File: src/rtl/block_stream_emitter_pkg.sv
// Shared definitions for the block stream emitter.
// Holds the command opcodes, the ASCII codes used by the keyword words,
// the FSM state encoding, the word selector and the word lengths.
package block_stream_emitter_pkg;

  // Command opcodes
  localparam logic [1:0] OP_BEGIN = 2'b00;
  localparam logic [1:0] OP_END   = 2'b01;
  localparam logic [1:0] OP_RAW   = 2'b10;
  localparam logic [1:0] OP_FLUSH = 2'b11;

  // ASCII codes (lower case letters of "begin" / "end")
  localparam logic [7:0] CH_SPACE = 8'h20;
  localparam logic [7:0] CH_B     = 8'h62;
  localparam logic [7:0] CH_D     = 8'h64;
  localparam logic [7:0] CH_E     = 8'h65;
  localparam logic [7:0] CH_G     = 8'h67;
  localparam logic [7:0] CH_I     = 8'h69;
  localparam logic [7:0] CH_N     = 8'h6E;

  // Clearing this bit turns an ASCII lower-case letter into upper case.
  localparam logic [7:0] CASE_BIT = 8'h20;

  // Word lengths including the trailing space
  localparam logic [2:0] LEN_BEGIN = 3'd6;
  localparam logic [2:0] LEN_END   = 3'd4;
  localparam logic [2:0] LEN_RAW   = 3'd1;

  typedef enum logic [1:0] {
    ST_IDLE  = 2'd0,
    ST_EMIT  = 2'd1,
    ST_FLUSH = 2'd2
  } state_e;

  typedef enum logic [1:0] {
    WORD_BEGIN = 2'd0,
    WORD_END   = 2'd1,
    WORD_RAW   = 2'd2
  } word_e;

  function automatic logic [2:0] word_len(input word_e w);
    case (w)
      WORD_BEGIN: return LEN_BEGIN;
      WORD_END:   return LEN_END;
      default:    return LEN_RAW;
    endcase
  endfunction

endpackage

File: src/rtl/block_stream_emitter_word_rom.sv
// block_word_rom: combinational character generator for the emitter.
// Ports:
//   word_i     - which word is being emitted (BEGIN, END, RAW)
//   idx_i      - character index inside the word
//   raw_char_i - byte returned for a RAW word
//   char_o     - character for (word, index), with CASE_MASK applied
module block_word_rom
  import block_stream_emitter_pkg::*;
#(
  parameter logic [4:0] CASE_MASK = 5'b00000
) (
  input  word_e       word_i,
  input  logic [2:0]  idx_i,
  input  logic [7:0]  raw_char_i,
  output logic [7:0]  char_o
);

  logic [7:0] base_char;
  logic       is_letter;
  logic [7:0] mask_ext;

  // Widened so any index value selects a defined bit.
  assign mask_ext = {3'b000, CASE_MASK};

  always_comb begin
    base_char = CH_SPACE;
    is_letter = 1'b0;
    case (word_i)
      WORD_BEGIN: begin
        case (idx_i)
          3'd0:    begin base_char = CH_B; is_letter = 1'b1; end
          3'd1:    begin base_char = CH_E; is_letter = 1'b1; end
          3'd2:    begin base_char = CH_G; is_letter = 1'b1; end
          3'd3:    begin base_char = CH_I; is_letter = 1'b1; end
          3'd4:    begin base_char = CH_N; is_letter = 1'b1; end
          default: base_char = CH_SPACE;
        endcase
      end
      WORD_END: begin
        case (idx_i)
          3'd0:    begin base_char = CH_E; is_letter = 1'b1; end
          3'd1:    begin base_char = CH_N; is_letter = 1'b1; end
          3'd2:    begin base_char = CH_D; is_letter = 1'b1; end
          default: base_char = CH_SPACE;
        endcase
      end
      default: base_char = raw_char_i;
    endcase
  end

  // Raw bytes pass untouched; only keyword letters are case-folded.
  assign char_o = (is_letter && mask_ext[idx_i]) ? (base_char & ~CASE_BIT) : base_char;

endmodule

File: src/rtl/block_stream_emitter.sv
// block_stream_emitter: turns BEGIN/END/RAW/FLUSH commands into a
// byte-per-cycle ASCII stream and tracks block nesting depth.
// Ports:
//   clk        - system clock
//   reset      - synchronous, active-low reset
//   cmd_valid  - command present
//   cmd        - opcode (00 BEGIN, 01 END, 10 RAW, 11 FLUSH)
//   raw_char   - byte emitted for RAW, sampled at acceptance
//   cmd_ready  - a command can be accepted this cycle
//   out        - character stream (registered)
//   out_valid  - out carries an emitted character
//   depth      - current open-block count
//   balanced   - depth==0 and no sticky error
//   err        - sticky: END at depth 0 or BEGIN at max depth
//
// state    | meaning
// ---------+-----------------------------------------------------------
// ST_IDLE  | nothing in flight, out idles at space, ready for a command
// ST_EMIT  | emitting one BEGIN/END/RAW word, idx_q = next char to load
// ST_FLUSH | emitting END words until depth reaches zero
//
// idx_q points at the character that the next edge loads into out.
// cmd_ready rises in the cycle before the last character appears on out,
// so a command accepted at that edge has its first character on out
// right after the last one of the current word: words run gap-free.
module block_stream_emitter
  import block_stream_emitter_pkg::*;
#(
  parameter int unsigned DEPTH_W   = 8,
  parameter logic [4:0]  CASE_MASK = 5'b00000
) (
  input  logic               clk,
  input  logic               reset,
  input  logic               cmd_valid,
  input  logic [1:0]         cmd,
  input  logic [7:0]         raw_char,
  output logic               cmd_ready,
  output logic [7:0]         out,
  output logic               out_valid,
  output logic [DEPTH_W-1:0] depth,
  output logic               balanced,
  output logic               err
);

  localparam logic [DEPTH_W-1:0] DEPTH_MAX  = {DEPTH_W{1'b1}};
  localparam logic [DEPTH_W-1:0] DEPTH_ONE  = DEPTH_W'(1);
  localparam logic [DEPTH_W-1:0] DEPTH_ZERO = '0;

  state_e             state_q, state_d;
  word_e              word_q, word_d;
  logic [2:0]         idx_q, idx_d;
  logic [7:0]         raw_q, raw_d;
  logic [DEPTH_W-1:0] depth_q, depth_d;
  logic               err_q, err_d;
  logic [7:0]         out_q, out_d;
  logic               valid_q, valid_d;

  logic [7:0]         rom_char;
  logic               last_char;
  logic               accept;
  logic               flush_dec;
  logic [DEPTH_W-1:0] depth_base;

  block_word_rom #(
    .CASE_MASK(CASE_MASK)
  ) u_rom (
    .word_i     (word_q),
    .idx_i      (idx_q),
    .raw_char_i (raw_q),
    .char_o     (rom_char)
  );

  assign last_char = (idx_q == (word_len(word_q) - 3'd1));
  assign accept    = cmd_valid && cmd_ready;
  // A flush level closes at the edge that loads its trailing space.
  assign flush_dec  = (state_q == ST_FLUSH) && last_char;
  assign depth_base = flush_dec ? (depth_q - DEPTH_ONE) : depth_q;

  // State register
  always_ff @(posedge clk) begin
    if (!reset) begin
      state_q <= ST_IDLE;
    end else begin
      state_q <= state_d;
    end
  end

  // Datapath registers
  always_ff @(posedge clk) begin
    if (!reset) begin
      word_q  <= WORD_RAW;
      idx_q   <= 3'd0;
      raw_q   <= 8'h00;
      depth_q <= DEPTH_ZERO;
      err_q   <= 1'b0;
      out_q   <= CH_SPACE;
      valid_q <= 1'b0;
    end else begin
      word_q  <= word_d;
      idx_q   <= idx_d;
      raw_q   <= raw_d;
      depth_q <= depth_d;
      err_q   <= err_d;
      out_q   <= out_d;
      valid_q <= valid_d;
    end
  end

  // Next-state logic
  always_comb begin
    state_d = state_q;
    word_d  = word_q;
    idx_d   = idx_q;
    raw_d   = raw_q;
    depth_d = depth_base;
    err_d   = err_q;
    out_d   = CH_SPACE;
    valid_d = 1'b0;

    if (state_q != ST_IDLE) begin
      out_d   = rom_char;
      valid_d = 1'b1;
      if (!last_char) begin
        idx_d = idx_q + 3'd1;
      end else if (cmd_ready) begin
        state_d = ST_IDLE;
      end else begin
        // Another END word of the flush follows.
        idx_d = 3'd0;
      end
    end

    if (accept) begin
      case (cmd)
        OP_BEGIN: begin
          state_d = ST_EMIT;
          word_d  = WORD_BEGIN;
          idx_d   = 3'd0;
          if (depth_base == DEPTH_MAX) begin
            err_d = 1'b1;
          end else begin
            depth_d = depth_base + DEPTH_ONE;
          end
        end
        OP_END: begin
          state_d = ST_EMIT;
          word_d  = WORD_END;
          idx_d   = 3'd0;
          if (depth_base == DEPTH_ZERO) begin
            err_d = 1'b1;
          end else begin
            depth_d = depth_base - DEPTH_ONE;
          end
        end
        OP_RAW: begin
          state_d = ST_EMIT;
          word_d  = WORD_RAW;
          idx_d   = 3'd0;
          raw_d   = raw_char;
        end
        default: begin
          // FLUSH with nothing open is a no-op.
          if (depth_base != DEPTH_ZERO) begin
            state_d = ST_FLUSH;
            word_d  = WORD_END;
            idx_d   = 3'd0;
          end
        end
      endcase
    end
  end

  // Output logic
  always_comb begin
    cmd_ready = 1'b0;
    case (state_q)
      ST_IDLE:  cmd_ready = 1'b1;
      ST_EMIT:  cmd_ready = last_char;
      ST_FLUSH: cmd_ready = last_char && (depth_q == DEPTH_ONE);
      default:  cmd_ready = 1'b0;
    endcase
  end

  assign balanced  = (depth_q == DEPTH_ZERO) && !err_q;
  assign out       = out_q;
  assign out_valid = valid_q;
  assign depth     = depth_q;
  assign err       = err_q;

endmodule

File: config.mk
export PLATFORM = sky130hd
export DESIGN_NAME = block_stream_emitter
export DESIGN_NICKNAME = d
export VERILOG_FILES = /design/src/rtl/block_stream_emitter_pkg.sv /design/src/rtl/block_stream_emitter_word_rom.sv /design/src/rtl/block_stream_emitter.sv
export SDC_FILE = /design/constraint.sdc
export NUM_CORES = 1
export LEC_CHECK = 0
export CAP_MARGIN = 20
export CORE_MARGIN = 5
export CORE_UTILIZATION = 50
export DETAILED_ROUTE_END_ITERATION = 8
export HOLD_SLACK_MARGIN = 0.1
export PLACE_DENSITY = 0.85
export SLEW_MARGIN = 20
export SYNTH_ARGS = -nofsm -noshare
export SYNTH_HDL_FRONTEND = slang
export SYNTH_SLANG_ARGS = --single-unit
File: constraint.sdc
create_clock -name clk -period 3.5 [get_ports clk]
set_input_delay 0.7 -clock clk [delete_from_list [all_inputs] [get_ports clk]]
set_output_delay 0.7 -clock clk [all_outputs]
set_load 0.01 [all_outputs]
==> metrics <==
min-delay worst type=flop to flop; cell family with most CP delay=simple AND/OR/NAND/NOR gates; area growth from synthesis to layout=21.43%; Clk Latency, worst-skew pair=around 0.28 ns; Port Buffers=32; Worst Hold End=out[5]$_SDFF_PN1_; Pleak=roughly 1.1 nW; Slew @ Worst Pin=approximately 0.73 ns; postcts setup bufs=0; cts hold-fix bufs=0; Worst Path Required=around 2.8 ns; largest net degree at the start of global routing=14; top_reg_cell synth=dfxtp_1; Post-DRT Antenna Nets=0; Worst EP arrival=~2.7 ns; worst slew margin relative to its limit=50.95%; I/O pin count=33; average size of a mapped cell=between 8 and 9 um^2; Cells after Synth=276; final hold violations=0; total power=0.002402 W; PwrDens=just under 900 nW/um^2; vias in the first global route=around 2200; FF-to-FF End=depth[1]$_SDFF_PN0_; Post-synth EDFFs=0; initial core utilization=51.94%; initial antenna violation count=0; worst slack, placed=0.4471 ns; most frequent CP cell=or3_4; Final HPWL DP=about 4600 um; DR top layer=met4; met1 WL=2729 um; CTS sink cnt=33; # setup viols final=0; WL met3=just over 500 um; slowest library cell on the worst path=clkdlybuf4s50_1; ratio of final minimum period to clock period=96.21%; Clk Tree Root Cell=clkbuf_8; Vias/cell=6.355; asr flop ratio synth=0%; Die Wd=77.49 um; Syn. warnings=0; top cell type's share of synthesized area=between 20% and 30%; 1st-pass router iterations=5; synthesized net count=approximately 300; RSZ-0062 raised after global routing=false; #FFs+latches synth=33; via count=about 2300; Setup Crit Path Kind=flop to primary output; r2r setup slk=0.37 ns; Core Region=about 4400 um^2; WL final=6320 um; worst path cell trace=or3_4 -> or3_4 -> a2111oi_4 -> or2_2 -> clkdlybuf4s50_1; outcome=finished, final reports clean; DR WL met2=approximately 3000 um; top-count cell post-synth=dfxtp_1; startpoint types=flop; Min Clock Period, post-route=~3.4 ns; worst flop-to-flop path startpoint=idx_q[2]$_SDFF_PN0_; fmax=0.2970 GHz; CTS HTree Levels=2; post-synth cell types=66; Post-Syn Area=around 2300 um^2; crit-path max cell delay=about 0.54 ns; Overall Global Routing Usage=a little over a fifth; HP Start=raw_q[5]$_SDFFE_PN0P_; cells on worst reg2reg path=10; die area=between 6000 and 7000 um^2; Max Cap Violations=0; Setup Skew=~0.0044 ns; CP max FO=5; initial DRC count=about 240; CP endpoint kind=primary output; CTS buffer count=5; Overflow after GRT=0; Synth area leaders=dfxtp_1, ha_1, mux2i_1, nand2_1, nor2b_1; Die Y=77.49 um; hold path depth=1; ANT cells=0; Bufs and invs on worst path=1; post-CTS sizing=0; row count=24; Seq/Total Area, Yosys=29.01%; setup ws final=between 0.1 and 0.15 ns; Fin Setup TNS=0 ns; clock buffer depth=2; share of cells above drive strength 1=around a tenth; Peak supply drop=480.0 uV; Nets=roughly 330; RD Place Congestion=a little over 0.9; area leader, netlist=dfxtp_1; DR WL/cell=around 18 um; drc violations=0; first-pass GRT wire length=~10000 um; clk slew on worst S/H paths=about 0.06 ns; Final Max Slew Viols=0; clock tree from TritonCTS=yes; most frequent cells after synthesis=dfxtp_1, nand2_1, nor2_1
[where the power goes]
part / switching (W) / internal (W)
Combinational: 0.000886 / 0.000637
Clock: 0.000133 / 0.000207
Sequential: 0.0000931 / 0.000446
[how the worst max path moves through the flow]
stage	slack (ns)	depth (start not counted)	startpoint	end
6_report	0.13	5	depth[2]$_SDFF_PN0_	cmd_ready
5_1_grt	0.02	10	idx_q[2]$_SDFF_PN0_	depth[1]$_SDFF_PN0_
4_1_cts	0.15	5	depth[2]$_SDFF_PN0_	cmd_ready
3_5_place_dp	0.45	10	idx_q[2]$_SDFF_PN0_	depth[1]$_SDFF_PN0_
3_3_place_gp	0.50	10	idx_q[2]$_SDFF_PN0_	depth[1]$_SDFF_PN0_
2_1_floorplan	0.77	11	depth[0]$_SDFF_PN0_	depth[1]$_SDFF_PN0_
[worst reg2reg max path, stage by stage, from the launching register on]
cell      delay, ns
dfxtp_1        0.51
and3b_1        0.23
o21a_1         0.23
o21ai_1        0.38
o21ai_0        0.23
inv_1          0.11
ha_1           0.26
nand4_2        0.17
or3_1          0.50
mux2i_1        0.15
a221oi_1       0.25
[logic make-up (layout without fill, tap and decap cells)]
group / Yosys count / count (layout) / share of synthesized area, %
xor+xnor: 9 / 9 / 4.121
simple gates: 108 / 108 / 26.87
flops: 33 / 33 / 29.01
mux: 13 / 13 / 5.769
fa+ha+maj: 10 / 10 / 5.495
compound gates: 73 / 73 / 23.41
buf+inv: 30 / 63 / 5.329
[per-layer routing]
metal / up-vias / GRT usage, %
li1: 1075 / -
met1: 1078 / 27.25
met2: 127 / 34.93
met3: 14 / 3.241
met4: 0 / 7.732
met5: - / 0
[cells in the final DEF, fill, tap and decap left out, types with 9 or more instances in the layout]
master	count
dfxtp_1	33
o21ai_0	12
a21oi_1	10
mux2i_1	12
nand3_1	9
inv_1	15
nor2b_1	10
nand2_1	29
nor2_1	16
clkdlybuf4s50_1	32
a31oi_1	9
ha_1	10
[metrics by stage]
| stage | hold slack [ns] | instance area (um^2) | utilization, % | instances |
|---|---|---|---|---|
| CTS | 0.4556 | 2765 | 63.07 | 361 |
| detailed placement | 0.4457 | 2661 | 60.70 | 354 |
| global placement | 0.4301 | 2661 | 60.70 | 354 |
| global route | 0.4865 | 2765 | 63.07 | 361 |
| floorplan | 0.4153 | 2277 | - | 276 |
| finish | 0.4548 | 2765 | 63.07 | 361 |
[sequential cells by signal, indices dropped and copies added, names as in the netlist]
signal,cells
idx_q,3
out,8
state_q,2
out_valid,1
word_q,2
err,1
raw_q,8
depth,8
[cell type report]
type	count	area [um^2]
Multi-Input combinational cell	213	1495
Tap cell	52	65.06
Inverter	16	60.06
Timing Repair Buffer	40	380.4
Fill cell	365	1619
Clock inverter	2	35.03
Clock buffer	5	68.82
Sequential cell	33	660.6
(Power assumes the default switching activity.)
==> patch 1 (same settings) <==
Put one more register stage on the output `err`, with the module's reset. The value now appears one clock later. The other outputs are not delayed to match.
--- a/src/rtl/block_stream_emitter.sv
+++ b/src/rtl/block_stream_emitter.sv
@@ -185,7 +185,13 @@
   assign out       = out_q;
   assign out_valid = valid_q;
   assign depth     = depth_q;
-  assign err       = err_q;
+  always_ff @(posedge clk) begin
+    if (!reset) begin
+      err <= '0;
+    end else begin
+      err <= err_q;
+    end
+  end
 
 endmodule
 
Formal check against the unedited RTL: not equivalent (a bounded check fails within 4 cycles, from zero or initial values and one cycle with reset low).
==> patch 1 against the unedited design <==
- routed wire length up 13%
- area after synthesis rose by 12%
- count of clock-buffer cells in the layout increased by 1
- design area increased by 13%
- power increased by 14%
- worst setup slack improved by 0.091 ns
- sequential cell count up 1
- sequential share of layout area down 2.1 points
==> patch 1: results <==
set metrics [dict create \
    track_usage 0.218 \
    synthDistinctLibCells 70 \
    timing.fmax_mhz 305 \
    final.fill_count 449 \
    layout-drive-gt1-share 0.128 \
    setup_slack_of_the_worst_register_to_register_path_ns 0.25 \
    synthMuxAreaShare 0.0477 \
    first_global_vias 2358 \
    synthTopCellsByCount "sky130_fd_sc_hd__dfxtp_1, sky130_fd_sc_hd__nor2_1, sky130_fd_sc_hd__nand2_1" \
    p_switching_w 0.00127 \
    detailed_place.area_sq_um 2970 \
    global_route.usage.met1 0.280 \
    post_drt_via_cell_ratio 6.18 \
    rr_worst_depth 13 \
    buffer_ports.inserted 32 \
    critical_path.max_fanout 10 \
    route.layer.met1.wl_um 3070 \
    synth_fa_ha_area_frac 0.0492 \
    post_synth_xor_area_fraction 0.0374 \
    detailed_place_hpwl_um 5260 \
    synth_fp_nets 330 \
    run_status "completed" \
    max-vdd-ir-drop_v 0.000511 \
    grt_use_met2 0.354 \
    nets 367 \
    synth-compound-area-share 0.294 \
    initialDrtViolationCount 259 \
    power_leakage_nw 1.26 \
    drt_pass1_iterations 8 \
    rr_endpoint "depth[2]$_SDFF_PN0_" \
    clock-skew-final_ns 0.00726 \
    critical_path_start "idx_q[1]$_SDFF_PN0_" \
    ys_top_cells_by_area "sky130_fd_sc_hd__dfxtp_1, sky130_fd_sc_hd__ha_1, sky130_fd_sc_hd__nor2_1" \
]
patch 1: cell types whose count changed in the layout (fill, tap and decap cells not counted), sizes merged, moves of 4 or more:
| cell | before | now |
|---|---|---|
| nor2 | 17 | 34 |
| a21oi | 10 | 22 |
| nand2 | 29 | 21 |
| a31oi | 9 | 3 |
| nor2b | 10 | 4 |
| and3 | 5 | 10 |
| a211oi | 1 | 5 |
| a21o | 0 | 4 |
| buf | 8 | 12 |
| o221ai | 0 | 4 |
patch 1: power by group through the flow:
stage,Clock [W],Sequential [W],Combinational (W)
after global routing,0.000393,0.000562,0.00195
final,0.000378,0.000555,0.00180
after floorplan,0,0.000549,0.00120
after CTS,0.000378,0.000549,0.00171
after global placement,0,0.000555,0.00165
after detailed placement,0,0.000556,0.00169
patch 1: per-stage QoR:
step                      total power, W  instances  hold slack, ns  setup slack, ns   util
after floorplan                  0.00175        307           0.415            0.190      -
after global placement           0.00221        406           0.431            0.255  0.593
after detailed placement         0.00224        406           0.454            0.154  0.593
after CTS                        0.00263        413           0.468            0.111  0.615
after global routing             0.00290        414           0.486           0.0123  0.622
final                            0.00273        414           0.461            0.224  0.622
patch 1: layout make-up:
cell class                 count  share of cell area
multi-input combinational    242               0.565
sequential                    34               0.218
timing repair buffer          44               0.132
tap                           70              0.0281
clock buffer                   6              0.0265
inverter                      17              0.0205
clock inverter                 1             0.00963
patch 1: worst max-delay path, stage by stage (launching register included):
cell	delay, ns
sky130_fd_sc_hd__dfxtp_1	0.52
sky130_fd_sc_hd__buf_4	0.21
sky130_fd_sc_hd__and3b_1	0.23
sky130_fd_sc_hd__o21ai_0	0.19
sky130_fd_sc_hd__a21oi_1	0.32
sky130_fd_sc_hd__o21ai_0	0.12
sky130_fd_sc_hd__nand2_1	0.14
sky130_fd_sc_hd__clkdlybuf4s50_1	0.56
==> patch 2 (same settings) <==
Without the edit above. Set the parameter `DEPTH_W` to 16 (it was 8).
--- a/src/rtl/block_stream_emitter.sv
+++ b/src/rtl/block_stream_emitter.sv
@@ -26,7 +26,7 @@
 module block_stream_emitter
   import block_stream_emitter_pkg::*;
 #(
-  parameter int unsigned DEPTH_W   = 8,
+  parameter int unsigned DEPTH_W   = 16,
   parameter logic [4:0]  CASE_MASK = 5'b00000
 ) (
   input  logic               clk,
Ports: changed (resized depth); port bits go from 33 to 41. No check against the original RTL was run, so the function may have changed too.
==> patch 2 against the unedited design <==
- combinational power increased by 89%
- register-to-register slack lost 0.21 ns
- sequential share of layout area fell by 4.1 points
- design area up 51%
- count of clock-buffer cells in the layout is the same
- clock power rose by 38%
- critical path depth rose by 4
- area after synthesis is 48% higher
- worst setup slack better by 0.028 ns
- sequential cell count up 8
- core utilization decreased by 0.67 points
- routed wire length increased by 68%
- power up 70%
- worst hold slack gained 0.00075 ns
- critical endpoint is now depth[6]$_SDFF_PN0_
- largest power group unchanged
==> patch 2: results <==
set metrics [dict create \
    cts-root-to-sink-buffers 2 \
    max_slew.worst_pin.slew_ns 0.849 \
    final.hold.worst_slack_ns 0.456 \
    pre_cts_ws_ns 0.146 \
    detailed_place_hpwl_um 7950 \
    drtAntennaViolNets 0 \
    power_report.internal_total_w 0.00204 \
    layout.cells.non_filler 574 \
    cts.reportedPaths.clkPinSlew_ns 0.09 \
    syn_inst 440 \
    routed_wirelength_um 10600 \
    cts_made_buffers 5 \
    resize_count_post_cts 0 \
    worst_path_max_delay_cell "sky130_fd_sc_hd__or4_1" \
    final.fill_count 600 \
    max-vdd-ir-drop_v 0.000662 \
    setup_slack_of_the_worst_register_to_register_path_ns 0.16 \
    final.min_clock_period_ns 3.34 \
    synth_fp_nets 462 \
    buffer_ports.inserted 40 \
    holdCritPathClass "reg -> reg" \
    track_usage 0.256 \
    crit_path_max_incr_delay_ns 0.58 \
    synthTopCellsByCount "sky130_fd_sc_hd__nand2_1, sky130_fd_sc_hd__dfxtp_1, sky130_fd_sc_hd__a21oi_1" \
    route.vias.total 3681 \
    run_status "completed" \
    first_global_vias 3636 \
    first_pass_grt_wire_length_um 17800 \
    routabilityCongestion 1.04 \
    cts_setup_buffers 0 \
    clock-skew-final_ns 0.00632 \
    clkLatencyLatePin_ns 0.30 \
    critPathArrivalTime_ns 3.55 \
    synthDistinctLibCells 75 \
    ys_top_cells_by_area "sky130_fd_sc_hd__dfxtp_1, sky130_fd_sc_hd__nand2_1, sky130_fd_sc_hd__a21oi_1" \
    synth.yosys.seq_area_share 0.243 \
    layout-drive-gt1-share 0.146 \
    ys_async_sr_fraction 0 \
    yosysWarnings 0 \
    initialDrtViolationCount 335 \
    grt_start_max_net_pins 21 \
    nets 515 \
    num_antenna_cells 0 \
    power_leakage_nw 1.54 \
    critical_path.max_fanout 7 \
    detailed_place.area_sq_um 3990 \
]
==> patch 2: cell types whose count changed in the layout (fill, tap and decap cells not counted), sizes merged, moves of 7 or more <==
cell	before	now
a21oi	10	34
buf	8	30
clkdlybuf4s50	32	40
dfxtp	33	41
nand2	29	47
nand3	9	25
nor2	17	33
nor3	8	23
nor4	2	9
xnor2	4	17
==> patch 2: kinds of logic (layout without fill, tap and decap cells) <==
logic type      count (synthesis)  count (layout)  synth area share
flops                          41              41             0.243
simple gates                  198             198             0.324
fa+ha+maj                       9               9            0.0333
buf+inv                        40              94            0.0522
xor+xnor                       25              25            0.0693
mux                             8               8            0.0241
compound gates                119             119             0.254
==> patch 2: path summary, 6_finish.rpt <==
path / startpoint / end / depth (start not counted)
max: idx_q[1]$_SDFF_PN0_ / depth[6]$_SDFF_PN0_ / 9
min: raw_q[4]$_SDFFE_PN0P_ / raw_q[4]$_SDFFE_PN0P_ / 2
max reg2reg: idx_q[1]$_SDFF_PN0_ / depth[6]$_SDFF_PN0_ / 9
min reg2reg: raw_q[4]$_SDFFE_PN0P_ / raw_q[4]$_SDFFE_PN0P_ / 2
==> patch 2: area by class of cell <==
type	count	area share
Timing Repair Buffer	70	0.150
Multi-Input combinational cell	359	0.581
Clock inverter	3	0.0165
Tap cell	80	0.0240
Inverter	16	0.0144
Sequential cell	41	0.197
Clock buffer	5	0.0165
==> patch 2: per-stage QoR <==
step,utilization,power [W]
after detailed placement,0.597,0.00349
final,0.624,0.00409
after global placement,0.597,0.00344
after CTS,0.617,0.00400
after floorplan,-,0.00257
after global routing,0.624,0.00439
==> patch 2: worst register-to-register path, stage by stage (launching register included) <==
cell and delay [ns]:
sky130_fd_sc_hd__dfxtp_1 0.52, sky130_fd_sc_hd__and3b_1 0.31, sky130_fd_sc_hd__o21a_1 0.32, sky130_fd_sc_hd__o211ai_2 0.18, sky130_fd_sc_hd__xnor2_1 0.26, sky130_fd_sc_hd__or3_1 0.50, sky130_fd_sc_hd__or4_1 0.58, sky130_fd_sc_hd__and4_1 0.23
sky130_fd_sc_hd__o21a_1 0.19, sky130_fd_sc_hd__o21a_1 0.15
==> patch 2: per-layer routing <==
| layer | vias to the layer above | global-route usage | wire length, um |
|---|---|---|---|
| li1 | 1730 | - | - |
| met1 | 1695 | 0.305 | 4110 |
| met2 | 215 | 0.441 | 5090 |
| met3 | 41 | 0.0517 | 1030 |
| met4 | 0 | 0.115 | 398 |
| met5 | - | 0 | 0 |
==> patch 2: power by group through the flow <==
stage | combinational, W | sequential [W] | clock, W
after global placement | 0.00271 | 0.000734 | 0
after CTS | 0.00279 | 0.000730 | 0.000477
final | 0.00288 | 0.000739 | 0.000470
after floorplan | 0.00185 | 0.000717 | 0
after global routing | 0.00314 | 0.000761 | 0.000495
after detailed placement | 0.00275 | 0.000740 | 0
